`src/rtl/red_pitaya_pwm_bank.sv`:
```
// red_pitaya_pwm_bank: bus-mapped bank of CHN PWM DACs, DW-bit duty, double-buffered duty registers.
// Defining PWM_BANK_SIGMA_DELTA_EN adds a first-order sigma-delta mode selected by CTRL.MODE.
module red_pitaya_pwm_bank #(
    parameter int unsigned CHN = 4,
    parameter int unsigned DW  = 8
) (
    input  logic           clk_i,
    input  logic           rst_i,
    input  logic [31:0]    sys_addr,
    input  logic [31:0]    sys_wdata,
    input  logic           sys_wen,
    input  logic           sys_ren,
    output logic [31:0]    sys_rdata,
    output logic           sys_err,
    output logic           sys_ack,
    output logic [CHN-1:0] pwm_o,
    output logic           cycle_o
);
    localparam logic [DW-1:0] CNT_LAST  = {{(DW-1){1'b1}}, 1'b0};
    localparam logic [7:0]    ADDR_CTRL = 8'h20;
    localparam logic [7:0]    ADDR_STAT = 8'h24;

    logic [DW-1:0]  shadow_q [CHN];
    logic [DW-1:0]  shadow_d [CHN];
    logic [DW-1:0]  active_q [CHN];
    logic [DW-1:0]  active_d [CHN];
    logic [DW-1:0]  cnt_q, cnt_d;
    logic           en_q, en_d;
    logic [CHN-1:0] pwm_q, pwm_d;
    logic           cycle_q, cycle_d;
    logic [31:0]    rdata_q, rdata_d;
    logic           err_q, err_d;
    logic           ack_q, ack_d;

    logic [7:0]     addr;
    logic [CHN-1:0] duty_sel;
    logic           mapped;
    logic [31:0]    rd_mux;
    logic           run, last, mode_cur, mode_nxt, mode_chg;
    logic           unused_bits;

`ifdef PWM_BANK_SIGMA_DELTA_EN
    logic           mode_q, mode_d;
    logic [DW:0]    acc_q [CHN];
    logic [DW:0]    acc_d [CHN];
    assign mode_cur = mode_q;
    assign mode_nxt = mode_d;
`else
    assign mode_cur = 1'b0;
    assign mode_nxt = 1'b0;
`endif

    assign addr        = sys_addr[7:0];
    assign unused_bits = ^{sys_addr[31:8], sys_wdata[31:DW]};

    always_comb begin
        duty_sel = '0;
        for (int unsigned n = 0; n < CHN; n++)
            duty_sel[n] = (addr[7:5] == 3'd0) && (addr[4:2] == 3'(n)) && (addr[1:0] == 2'd0);
    end

    assign mapped = (|duty_sel) || (addr == ADDR_CTRL) || (addr == ADDR_STAT);

    always_comb begin
        rd_mux = '0;
        if (addr == ADDR_CTRL)
            rd_mux[1:0] = {mode_cur, en_q};
        if (addr == ADDR_STAT) begin
            rd_mux[DW-1:0] = cnt_q;
            rd_mux[31]     = en_q;
        end
        for (int unsigned n = 0; n < CHN; n++)
            if (duty_sel[n])
                rd_mux[DW-1:0] = shadow_q[n];
    end

    // Write wins over a simultaneous read; unmapped accesses still ack, flag err and change nothing.
    always_comb begin
        ack_d    = sys_wen | sys_ren;
        err_d    = ack_d & ~mapped;
        rdata_d  = (sys_ren && !sys_wen) ? rd_mux : '0;
        en_d     = en_q;
        shadow_d = shadow_q;
        if (sys_wen && addr == ADDR_CTRL)
            en_d = sys_wdata[0];
        for (int unsigned n = 0; n < CHN; n++)
            if (sys_wen && duty_sel[n])
                shadow_d[n] = sys_wdata[DW-1:0];
`ifdef PWM_BANK_SIGMA_DELTA_EN
        mode_d = mode_q;
        if (sys_wen && addr == ADDR_CTRL)
            mode_d = sys_wdata[1];
`endif
    end

    assign run      = en_q & en_d;
    assign last     = (cnt_q == CNT_LAST);
    assign mode_chg = mode_nxt ^ mode_cur;

    // Outputs drop in the same edge that clears EN; a rising EN only reloads duties and parks cnt at 0.
    always_comb begin
        cnt_d    = '0;
        pwm_d    = '0;
        cycle_d  = 1'b0;
        active_d = active_q;
        if ((en_d && !en_q) || (run && last))
            active_d = shadow_q;
        if (run && !mode_chg) begin
            cnt_d   = last ? '0 : cnt_q + 1'b1;
            cycle_d = (cnt_q == '0);
            for (int unsigned n = 0; n < CHN; n++) begin
`ifdef PWM_BANK_SIGMA_DELTA_EN
                pwm_d[n] = mode_q ? acc_q[n][DW] : (cnt_q < active_q[n]);
`else
                pwm_d[n] = (cnt_q < active_q[n]);
`endif
            end
        end
    end

`ifdef PWM_BANK_SIGMA_DELTA_EN
    always_comb begin
        acc_d = '{default: '0};
        for (int unsigned n = 0; n < CHN; n++)
            if (run && !mode_chg && mode_q)
                acc_d[n] = {1'b0, acc_q[n][DW-1:0]} + {1'b0, active_q[n]};
    end

    always_ff @(posedge clk_i or posedge rst_i) begin
        if (rst_i) begin
            mode_q <= 1'b0;
            acc_q  <= '{default: '0};
        end else begin
            mode_q <= mode_d;
            acc_q  <= acc_d;
        end
    end
`endif

    always_ff @(posedge clk_i or posedge rst_i) begin
        if (rst_i) begin
            shadow_q <= '{default: '0};
            active_q <= '{default: '0};
            cnt_q    <= '0;
            en_q     <= 1'b0;
            pwm_q    <= '0;
            cycle_q  <= 1'b0;
            rdata_q  <= '0;
            err_q    <= 1'b0;
            ack_q    <= 1'b0;
        end else begin
            shadow_q <= shadow_d;
            active_q <= active_d;
            cnt_q    <= cnt_d;
            en_q     <= en_d;
            pwm_q    <= pwm_d;
            cycle_q  <= cycle_d;
            rdata_q  <= rdata_d;
            err_q    <= err_d;
            ack_q    <= ack_d;
        end
    end

    assign sys_rdata = rdata_q;
    assign sys_err   = err_q;
    assign sys_ack   = ack_q;
    assign pwm_o     = pwm_q;
    assign cycle_o   = cycle_q;
endmodule

```
`config.mk`:
```
export PLATFORM = sky130hd
export DESIGN_NAME = red_pitaya_pwm_bank
export DESIGN_NICKNAME = d
export VERILOG_FILES = /design/src/rtl/red_pitaya_pwm_bank.sv
export SDC_FILE = /design/constraint.sdc
export NUM_CORES = 1
export LEC_CHECK = 0
export ABC_AREA = 1
export ABC_CLOCK_PERIOD_IN_PS = 5200
export BUFFER_PORTS_ARGS = -buffer_cell sky130_fd_sc_hd__buf_2
export CORE_ASPECT_RATIO = 1.4
export CORE_MARGIN = 5
export CORE_UTILIZATION = 25
export DETAILED_ROUTE_END_ITERATION = 12
export PLACE_DENSITY = 0.48
export SLEW_MARGIN = 30
export SYNTH_ARGS = -nofsm -noshare
export SYNTH_HDL_FRONTEND = slang
export SYNTH_SLANG_ARGS = --single-unit
```
`constraint.sdc`:
```
create_clock -name clk_i -period 5.2 [get_ports clk_i]
set_input_delay 0 -clock clk_i [delete_from_list [all_inputs] [get_ports clk_i]]
set_output_delay 0 -clock clk_i [all_outputs]
set_load 0.005 [all_outputs]
```
-- After elaboration in Yosys (flattened, before gate mapping)
Index checks and enable logic that the tools add are counted.
- $add $sub $neg: 1
- magnitude comparators: 4
- equality and inequality tests: 6
- multiplexer cells: 13
- bitwise gates (word level): 4
- reductions and logical operators: 26
- operators with widths (operator ; number):
    $mux W8 ; 7
    $lt A8 B8 Y1 ; 4
    $mux W32 ; 1
    $eq A8 B6 Y1 const B ; 2
    $logic_and A1 B1 Y1 ; 16
    $add A8 B1 Y8 const B ; 1
    $eq A8 B8 Y1 const B ; 1
    $logic_not A8 Y1 ; 1
    $eq A3 B2 Y1 const B ; 2
    $logic_not A3 Y1 ; 2
    $mux W1 ; 4
    $mux W4 ; 1
    $reduce_or A4 Y1 ; 1
    $eq A3 B1 Y1 const B ; 1
    $logic_or A1 B1 Y1 ; 3
    $and A1 B1 Y1 ; 2
    $logic_not A1 Y1 ; 2
    $logic_not A2 Y1 ; 1
    $not A1 Y1 ; 1
    $or A1 B1 Y1 ; 1
- flip-flop bits (word level): 112
- input bits: 68
- output and inout port bits: 39

-- Depth between registers and ports, before layout
Gate-level depths: netlist of run 1.
- word-level depth: 8
- mapped depth: 11
- depth with buffers taken out: 9

-- Worst setup path after synthesis of run 1
No wires, ideal clock.
- kind: register to register
- from: reg cnt_q[0]
- to: reg active_q[0] (netlist name)
- setup time: 0.117 ns
- arrival time: 1.304 ns
- required time: 5.083 ns
- slack: 3.779 ns
- cell stages (with the launch flop): 9
- clock period less this slack: 1.421 ns
- path through: dfrtp_1 inv_1 ha_1 nand4_1 nand2_2 nand3_2 buf_4 nand2_1 nand2_1
- longest elaborated chain between the ends: 3
- ends and longest elaborated chain (element ; RTL line ; RTL):
    from (decl) ; 27 ; logic [DW-1:0] cnt_q, cnt_d;
    from (signal assigned) ; 154 ; cnt_q <= cnt_d;
    $eq A8 B8 Y1 ; 97 ; assign last = (cnt_q == CNT_LAST);
    $logic_and A1 B1 Y1 ; 106 ; if ((en_d && !en_q) || (run && last))
    $logic_or A1 B1 Y1 ; 106 ;
    to (signal assigned) ; 153 ; active_q <= active_d;
    to (decl) ; 25 ; logic [DW-1:0] active_q [CHN];
Every way passes these cells.
A chain may end at the register's enable or synchronous reset.

-- Worst setup path after layout of run 1
- from: reg cnt_q[4]
- to: reg active_q[20] (netlist name)
Same word-level chain as after synthesis.

==> results by stage, run 1 <==
Timing:
- The worst setup slack after layout is 2.41 ns.
- Measured against its own limit, the worst slew margin works out to 44.6%.
- The max-slew violation total from the final report is 0.
- The share of the cycle needed by the critical path after routing is 53.7%.
- Static timing analysis puts the maximum clock frequency at 0.358 GHz.
- The worst hold margin is 0.000977 ns.
- Setup repair after global routing left no endpoint under its margin.
- Between clock sinks in the finished design, the worst skew comes to 0.00782 ns.
- The time the worst path needs with I/O delays and setup is 2.79 ns.
- At the pin with the least slew margin, the transition time is 0.831 ns.
- The number of setup violations in the final report is 0.
- The total negative setup slack is 0 ns.
- The number of hold violations in the final report is 0.

Synthesis:
- The register bit total from synthesis is 89.
- The number of synthesis warnings is 0.
- The mean cell area of the mapped netlist is 8.42 µm².
- Counting distinct cell types in the post-synthesis netlist gives 33.
- The synthesized instance count is 567.
- The number of enable-type register cells in the synthesized netlist is 0.
- After synthesis the cells add up to 0.00477 mm².
- Of the synthesized area, sequential elements account for 46.7%.
- The fraction of registers with async set or reset after synthesis is 100%.
- The most used flip-flop cell after synthesis is sky130_fd_sc_hd__dfrtp_1.

Drt:
- The post-detailed-route DRC marker count is 0.
- The number of detailed-route iterations in the first pass is 6.
- The total number of vias is 3626.
- Once detail routing completed, the nets flagged for antenna violations numbered 0.
- Dividing the detail-routed via count by the number of cells gives 4.25.
- The first routing iteration left 260 violations.
- The sum of routed wire length over all layers is 12500 µm.
- The detail-routed net length per standard cell is 14.7 µm.

Worst setup path:
- The data arrival time at the worst-slack endpoint is 3.02 ns.
- The worst path required time is 5.43 ns.
- The largest incremental delay on the critical path is 0.69 ns.
- The most common cell type on the critical path is sky130_fd_sc_hd__nand2_1.
- The signal on the critical path passes through nand2_1, nor2_1, nand4_1, nand2_2, nand3_2, nand2_1, nand2_1.
- The category of the worst setup path launch point is a register.
- The worst register-to-register path begins at cnt_q[4]$_DFF_PP0_.
- The number of cells traversed by the worst register-to-register path is 7.
- The reg-to-reg setup timing slack is 2.41 ns.
- The start-to-end type of the worst setup path is register to register.
- The endpoint identified for the worst register-to-register timing path is active_q[20]$_DFFE_PP0P_.
- In this run the worst path has a maximum fanout of 33.
- The endpoint class of the critical path is a register.
- Among all stages on the critical path, the largest delay is contributed by sky130_fd_sc_hd__nand3_2.

CTS:
- The maximum number of buffers from clock root to sink is 2.
- The cts-stage hold buffer count is 6.
- The post-cts resize count is 0.
- Counting every sink on the clock net gives 89.
- TritonCTS built the clock tree.
- Clock tree synthesis inserted a total of 9 buffers.
- The deepest level of the CTS H-tree is 3.
- The clock network latency to the later pin of the worst-skew pair is 0.34 ns.
- The clock transition at the registers of the reported paths is 0.06 ns.
- The post-CTS setup repair buffer count is 0.
- The buffer type at the clock tree root is sky130_fd_sc_hd__clkbuf_16.

GRT:
- For this run, the total global-route usage over all layers was measured as 11.7%.
- The final global-route overflow total is 0.
- Entering global routing, the biggest net connects 63 pins.
- The number of global-route vias before repair was 3644.
- The global-route wire length before repair is 20200 µm.
- The number of antenna violations at the first check in global routing is 0.

Finish:
- The fraction of layout cells with a size suffix above 1 is 13.0%.
- The repair_antennas step left the layout with diodes totalling 0.
- The layout overhead on the synthesized area is 13.8%.
- The total non-filler cell area in the finished layout is 0.00543 mm².
- The final-stage net count is 704.

Die:
- The count of pins on the block boundary is 107.
- The area of the die is 0.0220 mm².
- From left edge to right edge, the die measures 127 µm.
- The effective utilization at floorplan is 25.6%.
- The placement row count is 59.
- After floorplanning, the core was sized to cover 0.0187 mm².
- In this run the vertical extent of the chip is 173 µm.

Power and ir drop:
- Overall power consumption after layout is estimated at 2.01 mW.
- For this design the ratio of total power to cell area is 369 mW/mm².
- The leakage power is 2.73 nW.
- VDD sags by at most 0.134 mV.

Worst hold path:
- The number of cells on the worst hold path is 3.
- The classification of the worst-slack hold path is primary input to register.
- The worst hold path begins at sys_wdata[4].
- For hold timing, the worst endpoint is shadow_q[12]$_DFFE_PP0P_.

Placement:
- The number of buffers added on ports is 35.
- The worst-case setup slack after placement is 2.37 ns.
- The HPWL after detailed placement is 9190 µm.
- The instance area after placement is 0.00508 mm².
- The final RePlAce weighted congestion is 0.789.

Run:
- Max-cap violations in this run came to 0.

Run status:
- The flow ran to the end, and the final reports show no timing, DRC or antenna violations.
cells by family after synthesis:
group / share of synthesized area [%]
fa+ha+maj: 8.13
simple gates: 23.5
compound gates: 9.96
flops: 46.7
buf+inv: 10.7
other cells: 0.0786
xor+xnor: 0.918
worst max path at each step:
| stage | depth (start not counted) | endpoint | from |
|---|---|---|---|
| after global placement | 7 | active_q[6]$_DFFE_PP0P_ | cnt_q[4]$_DFF_PP0_ |
| after global routing | 7 | active_q[6]$_DFFE_PP0P_ | cnt_q[4]$_DFF_PP0_ |
| after CTS | 7 | active_q[18]$_DFFE_PP0P_ | cnt_q[4]$_DFF_PP0_ |
| after detailed placement | 7 | active_q[14]$_DFFE_PP0P_ | cnt_q[4]$_DFF_PP0_ |
| final | 7 | active_q[20]$_DFFE_PP0P_ | cnt_q[4]$_DFF_PP0_ |
| after floorplan | 1 | active_q[0]$_DFFE_PP0P_ | rst_i |
Yosys cell counts (all sizes together) (2+ instances only):
cell type	n	area share (%)
dfrtp	89	47
nor4	2	0.26
nor3	4	0.42
or2	6	0.79
o21ai	51	5.4
xor2	4	0.73
nand2	150	12
buf	37	5.7
o21a	6	0.94
inv	63	5.0
nand4	6	0.79
nand3	51	5.6
nor2	30	3.2
ha	31	8.1
a21oi	30	3.1
layer usage:
layer  GRT usage [%]  wire length (µm)  up-vias
li1                -                 -     1868
met1            14.7              5500     1693
met2            20.7              6450       53
met3            1.42               378       12
met4            3.89               182        0
met5               0                 0        -
worst max-delay path, delay by kind of cell (launching register included):
kind,cells,cell delay (ns)
DFF,1,0.65
and+or+nand+nor,7,2.01
layout make-up:
type | instances | area (µm²)
fill | 1985 | 13200
timing repair buffer | 43 | 250
multi-input combinational | 399 | 2120
clock buffer | 10 | 239
inverter | 63 | 239
tap | 244 | 305
clock inverter | 5 | 56.3
sequential | 89 | 2230
sequential cells by signal (all words and copies together), names as in the netlist:
name and flops:
cycle_o 1, en_q 1, pwm_o 4, shadow_q 32
sys_rdata 9, sys_ack 1, active_q 32, sys_err 1
cnt_q 8
per-stage QoR:
step	utilization, %	cells
floorplan	-	589
global placement	27.2	832
detailed placement	27.2	832
CTS	29.1	853
global route	29.1	853
finish	29.1	853
where the power goes:
part	internal, mW	switching [mW]
logic	0.210	0.267
registers	0.768	0.109
clock network	0.382	0.269
total	1.36	0.645
cell usage in the layout, fill, tap and decap left out, types with 2 or more instances in the layout:
cell type                       count
sky130_fd_sc_hd__a21oi_1           30
sky130_fd_sc_hd__buf_2             35
sky130_fd_sc_hd__buf_4              2
sky130_fd_sc_hd__clkbuf_16          9
sky130_fd_sc_hd__clkinv_2           2
sky130_fd_sc_hd__conb_1            23
sky130_fd_sc_hd__dfrtp_1           89
sky130_fd_sc_hd__dlygate4sd3_1      6
sky130_fd_sc_hd__ha_1              31
sky130_fd_sc_hd__inv_1             58
sky130_fd_sc_hd__inv_2              4
sky130_fd_sc_hd__nand2_1          143
sky130_fd_sc_hd__nand2_2            5
sky130_fd_sc_hd__nand2_4            2
sky130_fd_sc_hd__nand3_1           49
sky130_fd_sc_hd__nand3_2            2
sky130_fd_sc_hd__nand4_1            6
sky130_fd_sc_hd__nor2_1            24
sky130_fd_sc_hd__nor2_2             3
sky130_fd_sc_hd__nor2_4             2
sky130_fd_sc_hd__nor3_1             4
sky130_fd_sc_hd__nor4_1             2
sky130_fd_sc_hd__o21a_1             6
sky130_fd_sc_hd__o21ai_0           25
sky130_fd_sc_hd__o21ai_1           25
sky130_fd_sc_hd__or2_2              6
sky130_fd_sc_hd__xor2_1             4
Note: power is estimated with default switching activity, not from simulation.
==> run 2: changes to the inputs <==
--- a/config.mk
+++ b/config.mk
@@ -6,7 +6,7 @@
 export NUM_CORES = 1
 export LEC_CHECK = 0
 export ABC_AREA = 1
-export ABC_CLOCK_PERIOD_IN_PS = 5200
+export ABC_CLOCK_PERIOD_IN_PS = 2770
 export BUFFER_PORTS_ARGS = -buffer_cell sky130_fd_sc_hd__buf_2
 export CORE_ASPECT_RATIO = 1.4
 export CORE_MARGIN = 5
==> constraint.sdc (replaced) <==
create_clock -name clk_i -period 2.77 [get_ports clk_i]
set_input_delay 0 -clock clk_i [delete_from_list [all_inputs] [get_ports clk_i]]
set_output_delay 0 -clock clk_i [all_outputs]
set_load 0.005 [all_outputs]
==> run 2 against run 1 <==
Die area stayed put. Combinational power is 94% higher. Sequential power is 86% higher. Critical path type unchanged. Largest cell class unchanged.
==> results by stage, run 2 (same netlist as run 1, synthesis figures left out) <==
Run status:
- Status: finished clean (unchanged).

Finish:
- The final standard cell utilization of the core came to 29.2% (was 29.1%).
- The most common library cell in the layout ignoring fill and taps is sky130_fd_sc_hd__nand2_1 (unchanged).
- The antenna diode count is 0 (unchanged).
- The final-stage net count is 707 (was 704).
- The total non-filler cell area in the finished layout came to 0.00546 mm² (was 0.00543 mm²).
- Commonest non-fill, non-tap cells in the layout: sky130_fd_sc_hd__nand2_1, sky130_fd_sc_hd__dfrtp_1, sky130_fd_sc_hd__inv_1, sky130_fd_sc_hd__nand3_1, sky130_fd_sc_hd__buf_2 (unchanged).
- The fraction of layout cells with a size suffix above 1 is 13.4% (was 13.0%).
- The layout overhead on the synthesized area is 14.3% (was 13.8%).

Timing:
- The maximum achievable frequency is 0.524 GHz (was 0.358 GHz).
- The total negative setup slack is 0 ns (unchanged).
- The relative slew slack is 47.5% (was 44.6%).
- Unrepaired setup endpoints after global routing: no (unchanged).
- The worst setup skew after layout is 0.00694 ns (was 0.00782 ns).
- The transition time of the tightest slew-check pin is 0.785 ns (was 0.831 ns).
- The number of setup violations in the final report came to 0 (unchanged).
- The number of hold violations in the final report is 0 (unchanged).
- The share of the cycle needed by the critical path after routing is 68.9% (was 53.7%).
- The max-slew violation total from the final report is 0 (unchanged).
- The time the worst path needs with I/O delays and setup was 1.91 ns (was 2.79 ns).

GRT:
- The number of global-route vias before repair is 3652 (was 3644).
- The global-route wire length before repair came to 20300 µm (was 20200 µm).
- The pin count of the biggest net entering global routing came to 50 (was 63).
- The total track usage is 11.8% (was 11.7%).
- The number of antenna violations at the first check in global routing is 0 (unchanged).
- The final global-route overflow total is 0 (unchanged).

Power and ir drop:
- The power per unit of standard cell area is 684 mW/mm² (was 369 mW/mm²).
- The peak ir drop on the vdd network is 0.251 mV (was 0.134 mV).
- The leakage power is 2.73 nW (about the same).

Die:
- The count of pins on the block boundary was 107 (unchanged).
- The core outline area was 0.0187 mm² (unchanged).
- The width of the die was 127 µm (unchanged).
- The placement row count is 59 (unchanged).
- The area of the die is 0.0220 mm² (unchanged).
- The effective utilization at floorplan is 25.6% (unchanged).
- The vertical extent of the die came to 173 µm (unchanged).

Worst setup path:
- The data arrival time at the worst-slack endpoint was 2.18 ns (was 3.02 ns).
- The sum of buffers and inverters on the critical path is 1 (was 0).
- The endpoint class of the critical path is a register (unchanged).
- Cell-by-cell trace of the critical path: nand2_1, nor2_1, nand4_1, nand2_2, buf_4, nand3_1, nand2_1 (was nand2_1, nor2_1, nand4_1, nand2_2, nand3_2, nand2_1, nand2_1).
- The master of the slowest instance on the critical path was sky130_fd_sc_hd__dfrtp_1 (was sky130_fd_sc_hd__nand3_2).
- The kind of cell adding the most delay to the critical path is simple AND/OR/NAND/NOR gates (unchanged).
- The most common cell type on the critical path is sky130_fd_sc_hd__nand2_1 (unchanged).
- The worst-path maximum fanout is 32 (was 33).
- The largest incremental delay on the critical path is 0.63 ns (was 0.69 ns).
- The category of the worst setup path launch point is a register (unchanged).
- The worst path required time is 3.04 ns (was 5.43 ns).
- The start-to-end type of the worst setup path was register to register (unchanged).

Drt:
- The antenna violation net count after detailed routing is 0 (unchanged).
- The sum of routed wire length over all layers is 12500 µm (about the same).
- The detail-routed net length per standard cell is 14.6 µm (was 14.7 µm).
- The total number of vias is 3685 (was 3626).
- The number of DRC markers in iteration 0 is 211 (was 260).
- The number of detailed-route iterations in the first pass was 4 (was 6).
- The post-detailed-route DRC marker count was 0 (unchanged).
- The average via count per standard cell is 4.30 (was 4.25).

Placement:
- The number of buffers added on ports is 35 (unchanged).
- The final RePlAce weighted congestion came to 0.781 (was 0.789).
- The HPWL after detailed placement was 9340 µm (was 9190 µm).
- The instance area after placement was 0.00511 mm² (was 0.00508 mm²).

CTS:
- The buffer type at the clock tree root is sky130_fd_sc_hd__clkbuf_16 (unchanged).
- The clock network latency to the later pin of the worst-skew pair came to 0.34 ns (about the same).
- The CTS tree is yes (unchanged).
- The post-cts resize count was 0 (unchanged).
- The deepest level of the CTS H-tree is 3 (unchanged).
- The clock transition at the registers of the reported paths was 0.07 ns (was 0.06 ns).
- The clock sink count was 89 (unchanged).
- The number of buffers added by the clock tree synthesis step is 9 (unchanged).
- The maximum number of buffers from clock root to sink is 2 (unchanged).

Worst hold path:
- The classification of the worst-slack hold path is primary input to register (unchanged).

Run:
- The number of maximum-capacitance constraint violations is 0 (unchanged).
[run 2: cell types whose count changed in the layout (fill, tap and decap cells not counted), sizes merged]
cell	before	now
inv	63	64
buf	37	40
clkbuf	10	11
clkinv	3	1
clkinvlp	1	3
bufinv	1	0
[run 2: cell type report]
type | count | area, µm²
repair buffers | 46 | 285
clock buffers | 11 | 243
multi-input cells | 399 | 2120
fillers | 2013 | 13200
inverters | 63 | 239
flip-flops and latches | 89 | 2230
clock inverters | 5 | 40.0
well taps | 244 | 305
[run 2: power by group]
group          total [mW]  internal [mW]  switching [mW]
Combinational       0.925          0.410           0.516
Clock                1.17          0.639           0.534
Sequential           1.63           1.44           0.188
[run 2: final timing paths]
check / startpoint / endpoint / slack, ns / depth (start not counted)
worst max register to register: cnt_q[4]$_DFF_PP0_ / active_q[30]$_DFFE_PP0P_ / 0.86 / 7
worst min-delay path: sys_wdata[2] / shadow_q[2]$_DFFE_PP0P_ / 0.008 / 3
worst min register to register: active_q[27]$_DFFE_PP0P_ / active_q[27]$_DFFE_PP0P_ / 0.48 / 2
max in group asynchronous: rst_i / sys_rdata[3]$_DFF_PP0_ / 1.83 / 4
min in group asynchronous: rst_i / en_q$_DFF_PP0_ / 0.28 / 3
worst max-delay path: cnt_q[4]$_DFF_PP0_ / active_q[30]$_DFFE_PP0P_ / 0.86 / 7
[run 2: what timing repair did]
item / 4_1_cts / 5_1_grt
endpoints found under the hold margin: 50 / 0
buffers inserted: 0 / 0
hold buffers: 6 / 0
[run 2: tightest hold or removal path, cell delays in order]
cell                      delay [ns]
sky130_fd_sc_hd__buf_2          0.07
sky130_fd_sc_hd__inv_1          0.09
sky130_fd_sc_hd__o21ai_1        0.14
[run 2: per-layer routing]
layer,vias up,wire [µm],track usage [%]
li1,1873,-,-
met1,1727,5630,15.1
met2,67,6200,19.9
met3,18,358,1.73
met4,0,361,4.83
met5,-,0,0
[run 2: metrics by stage]
stage | power, mW | hold WS (ns) | setup slack [ns] | std cells
finish | 3.73 | 0.00816 | 0.861 | 857
global route | 4.02 | 0.0211 | 0.577 | 857
CTS | 3.78 | 0.000978 | 0.827 | 857
detailed placement | 2.60 | 0.103 | 0.850 | 835
global placement | 2.58 | 0.102 | 0.878 | 835
floorplan | 2.29 | 0.0710 | 0.463 | 589
==> run 3: changes to the inputs <==
--- a/config.mk
+++ b/config.mk
@@ -6,13 +6,13 @@
 export NUM_CORES = 1
 export LEC_CHECK = 0
 export ABC_AREA = 1
-export ABC_CLOCK_PERIOD_IN_PS = 2770
+export ABC_CLOCK_PERIOD_IN_PS = 1690
 export BUFFER_PORTS_ARGS = -buffer_cell sky130_fd_sc_hd__buf_2
 export CORE_ASPECT_RATIO = 1.4
 export CORE_MARGIN = 5
 export CORE_UTILIZATION = 25
 export DETAILED_ROUTE_END_ITERATION = 12
-export PLACE_DENSITY = 0.48
+export PLACE_DENSITY = 0.5
 export SLEW_MARGIN = 30
 export SYNTH_ARGS = -nofsm -noshare
 export SYNTH_HDL_FRONTEND = slang
==> constraint.sdc (replaced) <==
create_clock -name clk_i -period 1.69 [get_ports clk_i]
set_input_delay 0 -clock clk_i [delete_from_list [all_inputs] [get_ports clk_i]]
set_output_delay 0 -clock clk_i [all_outputs]
set_load 0.005 [all_outputs]
==> run 3 against run 2 <==
The run now ends with hold timing left. Critical path depth stayed put. Sequential share of layout area shrank 1.2 points. Wire length is 1.6% higher. Clock power rose by 68%. Critical endpoint is now pwm_o[1]$_DFF_PP0_. Largest cell class unchanged. Largest power group unchanged.
==> results by stage, run 3 (same netlist as run 1, synthesis figures left out) <==
Drt:
- The antenna violation net count after detailed routing was 0 (unchanged).
- The total number of vias is 3765 (was 3685).
- The post-detailed-route DRC marker count is 0 (unchanged).
- The detail-routed net length per standard cell was 14.6 µm (about the same).
- The number of detailed-route iterations in the first pass is 4 (unchanged).
- The average via count per standard cell came to 4.32 (was 4.30).
- The sum of routed wire length over all layers came to 12700 µm (was 12500 µm).
- The number of DRC markers in iteration 0 was 243 (was 211).

Worst setup path:
- The master of the slowest instance on the critical path is sky130_fd_sc_hd__dfrtp_1 (unchanged).
- The worst-path maximum fanout was 4 (was 32).
- The worst path required time came to 1.90 ns (was 3.04 ns).
- The endpoint class of the critical path is a register (unchanged).
- Cell-by-cell trace of the critical path: buf_4, buf_4, ha_1, nand2_1, o21a_1, o21ai_0, nor2_1 (was nand2_1, nor2_1, nand4_1, nand2_2, buf_4, nand3_1, nand2_1).
- The category of the worst setup path launch point is a register (unchanged).
- The largest incremental delay on the critical path was 0.41 ns (was 0.63 ns).
- The data arrival time at the worst-slack endpoint is 1.82 ns (was 2.18 ns).
- The start-to-end type of the worst setup path is register to register (unchanged).
- The most common cell type on the critical path was sky130_fd_sc_hd__buf_4 (was sky130_fd_sc_hd__nand2_1).

CTS:
- The clock network latency to the later pin of the worst-skew pair is 0.34 ns (about the same).
- The maximum number of buffers from clock root to sink is 2 (unchanged).
- The clock sink count is 89 (unchanged).
- The CTS tree is yes (unchanged).
- The number of buffers added by the clock tree synthesis step was 9 (unchanged).
- The clock transition at the registers of the reported paths came to 0.07 ns (about the same).
- The buffer type at the clock tree root is sky130_fd_sc_hd__clkbuf_16 (unchanged).
- The deepest level of the CTS H-tree is 3 (unchanged).

Die:
- The effective utilization at floorplan is 25.6% (unchanged).
- The core outline area is 0.0187 mm² (unchanged).
- The area of the die is 0.0220 mm² (unchanged).
- The placement row count was 59 (unchanged).
- The vertical extent of the die is 173 µm (unchanged).
- The count of pins on the block boundary is 107 (unchanged).
- The width of the die was 127 µm (unchanged).

GRT:
- The met3 usage in global routing came to 1.76% (was 1.73%).
- The number of antenna violations at the first check in global routing was 1 (was 0).
- The final global-route overflow total came to 0 (unchanged).
- The number of global-route vias before repair was 3891 (was 3652).
- The busiest metal layer after global routing was met2 (unchanged).
- The met2 usage in global routing was 21.4% (was 19.9%).
- The met1 capacity usage during global routing is 14.7% (was 15.1%).
- The global-route wire length before repair is 21000 µm (was 20300 µm).
- The total track usage was 12.1% (was 11.8%).
- The pin count of the biggest net entering global routing is 72 (was 50).

Placement:
- The number of buffers added on ports is 35 (unchanged).
- The HPWL after detailed placement is 9580 µm (was 9340 µm).
- The final RePlAce weighted congestion is 0.814 (was 0.781).

Timing:
- The total negative setup slack was 0 ns (unchanged).
- The worst setup skew after layout is 0.0100 ns (was 0.00694 ns).
- The number of setup violations in the final report is 0 (unchanged).
- The worst hold margin is -0.0104 ns (was 0.00816 ns).
- The share of the cycle needed by the critical path after routing is 95.0% (was 68.9%).
- Unrepaired setup endpoints after global routing: no (unchanged).
- The time the worst path needs with I/O delays and setup is 1.61 ns (was 1.91 ns).
- The max-slew violation total from the final report is 0 (unchanged).
- The maximum achievable frequency is 0.623 GHz (was 0.524 GHz).
- The number of hold violations in the final report is 5 (was 0).

Finish:
- The layout overhead on the synthesized area is 17.7% (was 14.3%).
- The final standard cell utilization of the core is 30.1% (was 29.2%).
- The most common library cell in the layout ignoring fill and taps was sky130_fd_sc_hd__nand2_1 (unchanged).
- The fraction of layout cells with a size suffix above 1 is 16.2% (was 13.4%).
- Commonest non-fill, non-tap cells in the layout: sky130_fd_sc_hd__nand2_1, sky130_fd_sc_hd__dfrtp_1, sky130_fd_sc_hd__inv_1, sky130_fd_sc_hd__nand3_1, sky130_fd_sc_hd__buf_2 (unchanged).
- The antenna diode count came to 0 (unchanged).
- The final-stage net count was 722 (was 707).

Power and ir drop:
- The peak ir drop on the vdd network was 0.430 mV (was 0.251 mV).
- The power per unit of standard cell area is 1140 mW/mm² (was 684 mW/mm²).
- The leakage power is 2.83 nW (was 2.73 nW).

Run status:
- Status: complete, but fails checks (was finished clean).
- The final reports fail on hold timing.

Run:
- The number of maximum-capacitance constraint violations came to 0 (unchanged).

Worst hold path:
- The classification of the worst-slack hold path is primary input to register (unchanged).
-- run 3: metal layers --
metal / wire length (µm) / part of all wire, %
met1: 5430 / 43
met2: 6510 / 51
met3: 446 / 3.5
met4: 364 / 2.9
met5: 7 / 0.055
-- run 3: worst paths after layout --
kind / from / end / slack, ns / depth (start not counted)
min in group asynchronous: rst_i / sys_rdata[31]$_DFF_PP0_ / 0.16 / 3
worst min-delay path: sys_wdata[6] / shadow_q[14]$_DFFE_PP0P_ / -0.01 / 3
worst max-delay path: cnt_q[3]$_DFF_PP0_ / pwm_o[1]$_DFF_PP0_ / 0.08 / 7
worst max register to register: cnt_q[3]$_DFF_PP0_ / pwm_o[1]$_DFF_PP0_ / 0.08 / 7
worst min register to register: active_q[15]$_DFFE_PP0P_ / active_q[15]$_DFFE_PP0P_ / 0.48 / 2
max in group asynchronous: rst_i / active_q[18]$_DFFE_PP0P_ / 0.84 / 4
-- run 3: where the power goes --
group	leakage (nW)	switching, mW	internal, mW
logic	1.49	1.06	0.835
registers	1.20	0.154	2.37
clock network	0.142	0.932	1.04
total	2.83	2.15	4.24
-- run 3: through the flow --
step	hold WS (ns)	std cells	setup slack, ns	cell area (µm²)	power, mW
6_report	-0.0104	872	0.0839	5620	6.39
5_1_grt	0.0184	872	0.00146	5620	6.86
4_1_cts	0.000119	870	0.0640	5600	6.44
3_5_place_dp	-0.0338	850	0.0743	5260	4.43
3_3_place_gp	-0.0229	850	0.0838	5260	4.42
2_1_floorplan	0.0710	589	0.269	4860	3.75
-- run 3: layout make-up --
cell class                      instances  area (µm²)
Fill cell                            2021       13100
Sequential cell                        89        2230
Multi-Input combinational cell        399        2120
Timing Repair Buffer                   61         430
Tap cell                              244         305
Inverter                               63         240
Clock buffer                            9         225
Clock inverter                          7        70.1
-- run 3: critical path: cells and delay by family (launching register included) --
kind / cells / cell delay [ns]
DFF: 1 / 0.41
buffers and inverters: 2 / 0.30
adders and majority gates: 1 / 0.29
and+or+nand+nor: 2 / 0.13
AOI/OAI and AO/OA: 2 / 0.36
-- run 3: repair_timing --
item                       4_1_cts  5_1_grt
setup endpoints to repair        0       32
hold endpoints to repair        95        0
buffers inserted                 0        2
hold buffers                     4        0
resized for setup                0        3
